### src/rtl/fetch_ctrl.sv
// rtl/fetch_ctrl.sv - fetch-stage PC sequencer with miss-buffered branch redirect
// Optional FETCH_PERF_CNT_EN adds saturating stall/flush counters.
module fetch_ctrl #(
    parameter logic [15:0] RESET_PC = 16'h0000,
    parameter logic [15:0] PC_STEP  = 16'd2
) (
    input  logic        clk,
    input  logic        rst,
    input  logic        branch,
    input  logic [15:0] br_target,
    input  logic        hazard_stall,
    input  logic        imem_busy,
    input  logic        hlt_if,
    output logic [15:0] pc,
    output logic [15:0] pc_inc,
    output logic        ifid_wen,
    output logic        ifid_flush,
    output logic        halted,
    output logic        redirect_pending,
    output logic [15:0] stall_cycles,
    output logic [15:0] flush_count
);

    typedef enum logic [1:0] {RUN, MISS, HALT} state_t;

    state_t      state, state_n;
    logic [15:0] pc_n;
    logic [15:0] redir, redir_n;
    logic        pending, pending_n;
    logic        eb, eff_br;
    logic [15:0] eff_tgt;

    assign pc_inc           = pc + PC_STEP;
    assign halted           = (state == HALT);
    assign redirect_pending = pending;
    assign eb               = branch & ~hazard_stall;

    always_ff @(posedge clk) begin
        if (rst) begin
            state   <= RUN;
            pc      <= RESET_PC;
            redir   <= 16'h0000;
            pending <= 1'b0;
        end else begin
            state   <= state_n;
            pc      <= pc_n;
            redir   <= redir_n;
            pending <= pending_n;
        end
    end

    always_comb begin
        state_n    = state;
        pc_n       = pc;
        redir_n    = redir;
        pending_n  = pending;
        ifid_wen   = 1'b0;
        ifid_flush = 1'b0;
        // A buffered redirect outranks any branch seen on the miss-completion cycle.
        eff_br     = eb | ((state == MISS) & pending);
        eff_tgt    = ((state == MISS) && pending) ? redir : br_target;
        case (state)
            RUN, MISS: begin
                if ((state == MISS) && imem_busy) begin
                    ifid_flush = ~hazard_stall;
                    if (eb && !pending) begin
                        redir_n   = br_target;
                        pending_n = 1'b1;
                    end
                end else if (eff_br && imem_busy) begin
                    redir_n    = eff_tgt;
                    pending_n  = 1'b1;
                    state_n    = MISS;
                    ifid_flush = 1'b1;
                end else if (eff_br) begin
                    pc_n       = eff_tgt;
                    pending_n  = 1'b0;
                    state_n    = RUN;
                    ifid_flush = 1'b1;
                end else if (hazard_stall) begin
                    state_n = RUN;
                end else if (imem_busy) begin
                    state_n    = MISS;
                    ifid_flush = 1'b1;
                end else if (hlt_if) begin
                    ifid_wen = 1'b1;
                    state_n  = HALT;
                end else begin
                    pc_n     = pc_inc;
                    ifid_wen = 1'b1;
                    state_n  = RUN;
                end
            end
            HALT: begin
                ifid_flush = 1'b1;
            end
            default: begin
                state_n = RUN;
            end
        endcase
    end

`ifdef FETCH_PERF_CNT_EN
    logic [15:0] stall_q, flush_q;

    always_ff @(posedge clk) begin
        if (rst) begin
            stall_q <= 16'h0000;
            flush_q <= 16'h0000;
        end else begin
            if (((state == MISS) || ((state == RUN) && hazard_stall)) && (stall_q != 16'hFFFF))
                stall_q <= stall_q + 16'd1;
            if (ifid_flush && (state != HALT) && (flush_q != 16'hFFFF))
                flush_q <= flush_q + 16'd1;
        end
    end

    assign stall_cycles = stall_q;
    assign flush_count  = flush_q;
`else
    assign stall_cycles = 16'h0000;
    assign flush_count  = 16'h0000;
`endif

endmodule
### config.mk
export PLATFORM = sky130hd
export DESIGN_NAME = fetch_ctrl
export DESIGN_NICKNAME = d
export VERILOG_FILES = /design/src/rtl/fetch_ctrl.sv
export SDC_FILE = /design/constraint.sdc
export NUM_CORES = 1
export LEC_CHECK = 0
export ABC_AREA = 1
export CORE_MARGIN = 1.5
export CORE_UTILIZATION = 42
export CTS_CLUSTER_DIAMETER = 80
export CTS_CLUSTER_SIZE = 12
export DETAILED_ROUTE_END_ITERATION = 10
export DONT_BUFFER_PORTS = 1
export PLACE_DENSITY = 0.62
export SLEW_MARGIN = 15
export SYNTH_ARGS = -nofsm -noshare
export SYNTH_HDL_FRONTEND = slang
export SYNTH_SLANG_ARGS = --single-unit
### constraint.sdc
create_clock -name clk -period 3.85 [get_ports clk]
set_input_delay 0.385 -clock clk [delete_from_list [all_inputs] [get_ports clk]]
set_output_delay 0.385 -clock clk [all_outputs]
set_load 0.01 [all_outputs]
# After elaboration in Yosys (flattened, before gate mapping)
# Cells that the tools add are included.
[classes]
addsub = 1
n_mul = 0
div_mod_pow = 0
magnitude_cmp = 0
eq_ne = 7
shifts = 0
mux = 31
bitwise = 7
reduce_logical = 13
[ops]
columns = ["cell", "n"]
rows = [
  ["$mux 16", 8],
  ["$add 16x2->16 const B", 1],
  ["$mux 1", 15],
  ["$mux 2", 6],
  ["$ne 2x1->1 const B", 4],
  ["$reduce_and 3->1", 2],
  ["$reduce_and 6->1", 1],
  ["$logic_and 1x1->1", 4],
  ["$not 1->1", 4],
  ["$pmux 2 s2", 1],
  ["$reduce_bool 3->1", 1],
  ["$and 1x1->1", 2],
  ["$eq 2x1->1 const B", 1],
  ["$eq 2x2->1 const B", 1],
  ["$logic_not 2->1", 1],
  ["$ne 2x2->1 const B", 1],
  ["$pmux 1 s2", 1],
  ["$reduce_and 2->1", 1],
  ["$reduce_bool 2->1", 1],
  ["$reduce_or 2->1", 1],
  ["$logic_not 1->1", 1],
  ["$or 1x1->1", 1],
]
[totals]
register_bits = 35
latchBits = 0
mem_bits_rw = 0
romBits = 0
in_bits = 22
output_inout_bits = 68
wordCells = 63
n_memories = 0

# Longest topological paths before layout
[depth]
word_depth = 7
depth_mapped = 8
mapped_depth_nobuf = 8

# Least setup slack after synthesis
# Ideal clock, no wire load.
[synth_timing]
path_kind = "register to output"
startpoint = "register pc[1]"
endpoint = "output pc_inc[11]"
arrival_ns = 1.223
required_ns = 3.465
setup_slack_ns = 2.242
stages_incl_launch_ff = 8
path_cell_list = "dfxtp_1 -> ha_1 -> nand3_1 -> inv_1 -> nand2_1 -> nor2_1 -> nand2_1 -> and2_1"
[synth_via]
elab_chain_len = 1
[synth_rtl]
columns = ["element", "line_no", "rtl"]
rows = [
  ["from (decl)", "14", "output logic [15:0] pc,"],
  ["from (signal assigned)", "46", "pc <= pc_n;"],
  ["$add 16x2->16", "33", "assign pc_inc = pc + PC_STEP;"],
  ["to (decl)", "15", "output logic [15:0] pc_inc,"],
]
# Every way passes these cells.

# Final worst setup path
[layout_timing]
startpoint = "register pc[1]"
endpoint = "output pc_inc[7]"
# Same word-level chain as after synthesis.

==> results.py <==
metrics = {
    "detailed_routing": {
        "dr.pass1.iters": 4,
        "wl_per_cell_microns": 12.1,
        "vias": 2185,
        "antenna_left": 0,
        "wl_microns": 5460,
        "drc": 0,
        "drt_iter0_drc": 170,
        "viasPerCell": 4.83,
    },
    "setup_path": {
        "reg2reg_slack_ns": 1.88,
        "crit_type": "flip-flop to primary output",
        "crit_buf_inv": 1,
        "cp-end-kind": "primary output",
        "cpPeakStageDelay_ns": 0.45,
        "reg2reg_to": "redir[3]",
        "cp-start-kind": "flip-flop",
        "r2r_start": "state[1]",
        "arrival_ns": 1.68,
        "critical-path-top-delay-family": "flip-flops",
        "cp_max_fo": 5,
        "cp_slowest_cell": "dfxtp_1",
        "r2r.worst_path.cells": 7,
        "path_cells": "ha_1 > nand3_1 > nor2_1 > xnor2_1 > inv_1",
        "cp.required_ns": 3.46,
    },
    "floorplan": {
        "dieArea_sq_um": 6220,
        "start_util_pct": 43.7,
        "std_cell_rows": 27,
        "coreArea_sq_um": 5540,
        "die_w_microns": 78.9,
        "die_h_microns": 78.9,
        "ios": 90,
    },
    "hold_path": {
        "min_to": "state[1]",
        "hold_class": "input pin to flip-flop",
        "hold_start": "rst",
        "whs_path_depth": 1,
    },
    "yosys": {
        "synthTopCellsByCount": "nor2_1 (89), o21ai_0 (66), nand2_1 (50), inv_1 (37)",
        "synth_warnings": 0,
        "synth_area_leaders": "dfxtp_1 (29%), nor2_1 (14%), o21ai_0 (14%)",
        "synthDistinctLibCells": 26,
        "syn_area_per_cell_sq_um": 6.19,
        "synth_top_area_share_pct": 29.0,
        "synth_edf_count": 0,
        "synth-seq-area-share_pct": 29.0,
        "syn_area_sq_um": 2420,
        "yosysTopAreaCell": "dfxtp_1",
        "syn_inst": 391,
        "ys_seq_elements": 35,
        "synthMostInstantiatedCell": "nor2_1",
        "ys_async_sr_fraction_pct": 0,
        "synthFlopType": "dfxtp_1",
    },
    "clock_tree": {
        "cts_buffer_depth": 2,
        "post_cts_buffers": 0,
        "clock-sinks": 35,
        "ctsHoldBuffers": 0,
        "cts_root_buffer": "clkbuf_8",
        "clock_latency_ns": 0.28,
        "cts-buffers-inserted": 5,
        "clk_pin_slew_worst_paths_ns": 0.07,
        "ctsResizeCount": 0,
        "htreeDepth": 2,
        "cts_tree": "built",
    },
    "sta": {
        "worst_slew_pin_slew_ns": 0.894,
        "max_slew_margin_pct": 40.3,
        "period_minus_slack_ns": 2.07,
        "fin_skew_ns": 0.00518,
        "setup_slack_ns": 1.78,
        "timing.fmax_ghz": 0.484,
        "rsz0062_at_grt": "no",
        "hold_viol": 0,
        "setup_viol": 0,
        "fin_setup_tns_ns": 0,
        "min_period_over_period_pct": 53.7,
        "holdWs_ns": 0.169,
        "drv_slew": 0,
    },
    "placed_design": {
        "post-place-ws_ns": 1.89,
        "dp_cells": 446,
        "numPortBuffers": 0,
        "hpwl_microns": 3960,
        "place.gp.congestion": 0.843,
    },
    "global_routing": {
        "grt_use_met2_pct": 27.1,
        "grt_start_max_net_pins": 37,
        "overflow": 0,
        "grt_pass1_wl_microns": 8940,
        "antenna_found_initial": 0,
        "grt_pass1_vias": 1857,
        "grt_use_met3_pct": 5.17,
        "top_usage_layer": "met2",
        "use_met1_pct": 24.9,
        "track_usage_pct": 17.7,
    },
    "layout": {
        "diodes": 0,
        "area.growth.synth_to_final_pct": -2.07,
        "final_cells": 452,
        "drive_above_1_share_pct": 3.95,
        "final_nets": 404,
        "final.fill_count": 622,
    },
    "flow_run": {
        "max-cap-violations": 0,
    },
    "pwr": {
        "p_leak_uw": 0.00110,
        "vdd_ir_drop_max_mv": 0.187,
        "power_density_nw_per_um2": 334,
    },
    "status": {
        "status": "completed",
    },
}
## power breakdown
group / leakage [uW] / switching, uW / internal, uW / total [uW]
clock: 0.0000371 / 124 / 121 / 245
combinational: 0.000778 / 97.5 / 38.4 / 136
sequential: 0.000286 / 26.4 / 384 / 410
## sequential cells by signal, indices dropped and copies added (netlist names)
| register | flops |
|---|---|
| pc | 16 |
| redir | 16 |
| redirect_pending | 1 |
| state | 2 |
## placed cells by master, fill, tap and decap left out
cell type  count
xnor2_1        4
dfxtp_1       35
o21bai_1       1
clkbuf_1       1
clkbuf_8       5
nand4_1        4
inv_2          4
ha_1           1
nand2_1       50
xor2_1         3
nor2_1        89
a21oi_1       15
nand3_4        1
nor2_4         1
conb_1        32
o21ai_0       66
nand3_1       18
nand2_2        2
inv_1         37
and2_1         3
nor2_2         1
nor3_1         2
nand2_4        1
o21ai_1        4
## cell families (layout without fill, tap and decap cells)
kind of cell             Yosys count  count (layout)  synth area share (%)
other                              1              32                 0.155
flip-flops                        35              35                  29.0
AO/OA/AOI/OAI                     86              86                  17.9
AND/OR/NAND/NOR                  172             172                  30.0
adder cells (fa/ha/maj)            1               1                 0.517
XOR/XNOR                           7               7                  2.53
buffers and inverters             89              47                  20.0
## worst max path at each step
stage,start,end,slack (ns),cells after the start
after CTS,pc[1],pc_inc[11],1.75,6
after global routing,pc[1],pc_inc[11],1.59,7
after global placement,redirect_pending,redir[12],1.97,6
after floorplan,pc[1],pc_inc[11],2.24,7
final,pc[1],pc_inc[7],1.78,5
after detailed placement,state[1],redir[15],1.89,7
## layout make-up
class                      instances  area [sq um]  share of cell area (%)
inverter                          41           154                    6.50
tap                               72          90.1                    3.80
sequential                        35           701                    29.6
multi-input combinational        298          1350                    57.1
clock buffer                       6          72.6                    3.06
## routing by layer
layer / wire length [microns] / vias to the layer above
met5: 0 / -
li1: - / 1155
met3: 345 / 4
met2: 2420 / 63
met4: 35 / 0
met1: 2660 / 963
## metrics by stage
step                cell area [sq um]  power (uW)  utilization (%)
floorplan                        2530         555                -
global placement                 2300         552             41.4
detailed placement               2300         553             41.4
CTS                              2370         800             42.8
global route                     2370         837             42.8
finish                           2370         791             42.8
No activity file was read; power rests on OpenSTA's default activity.
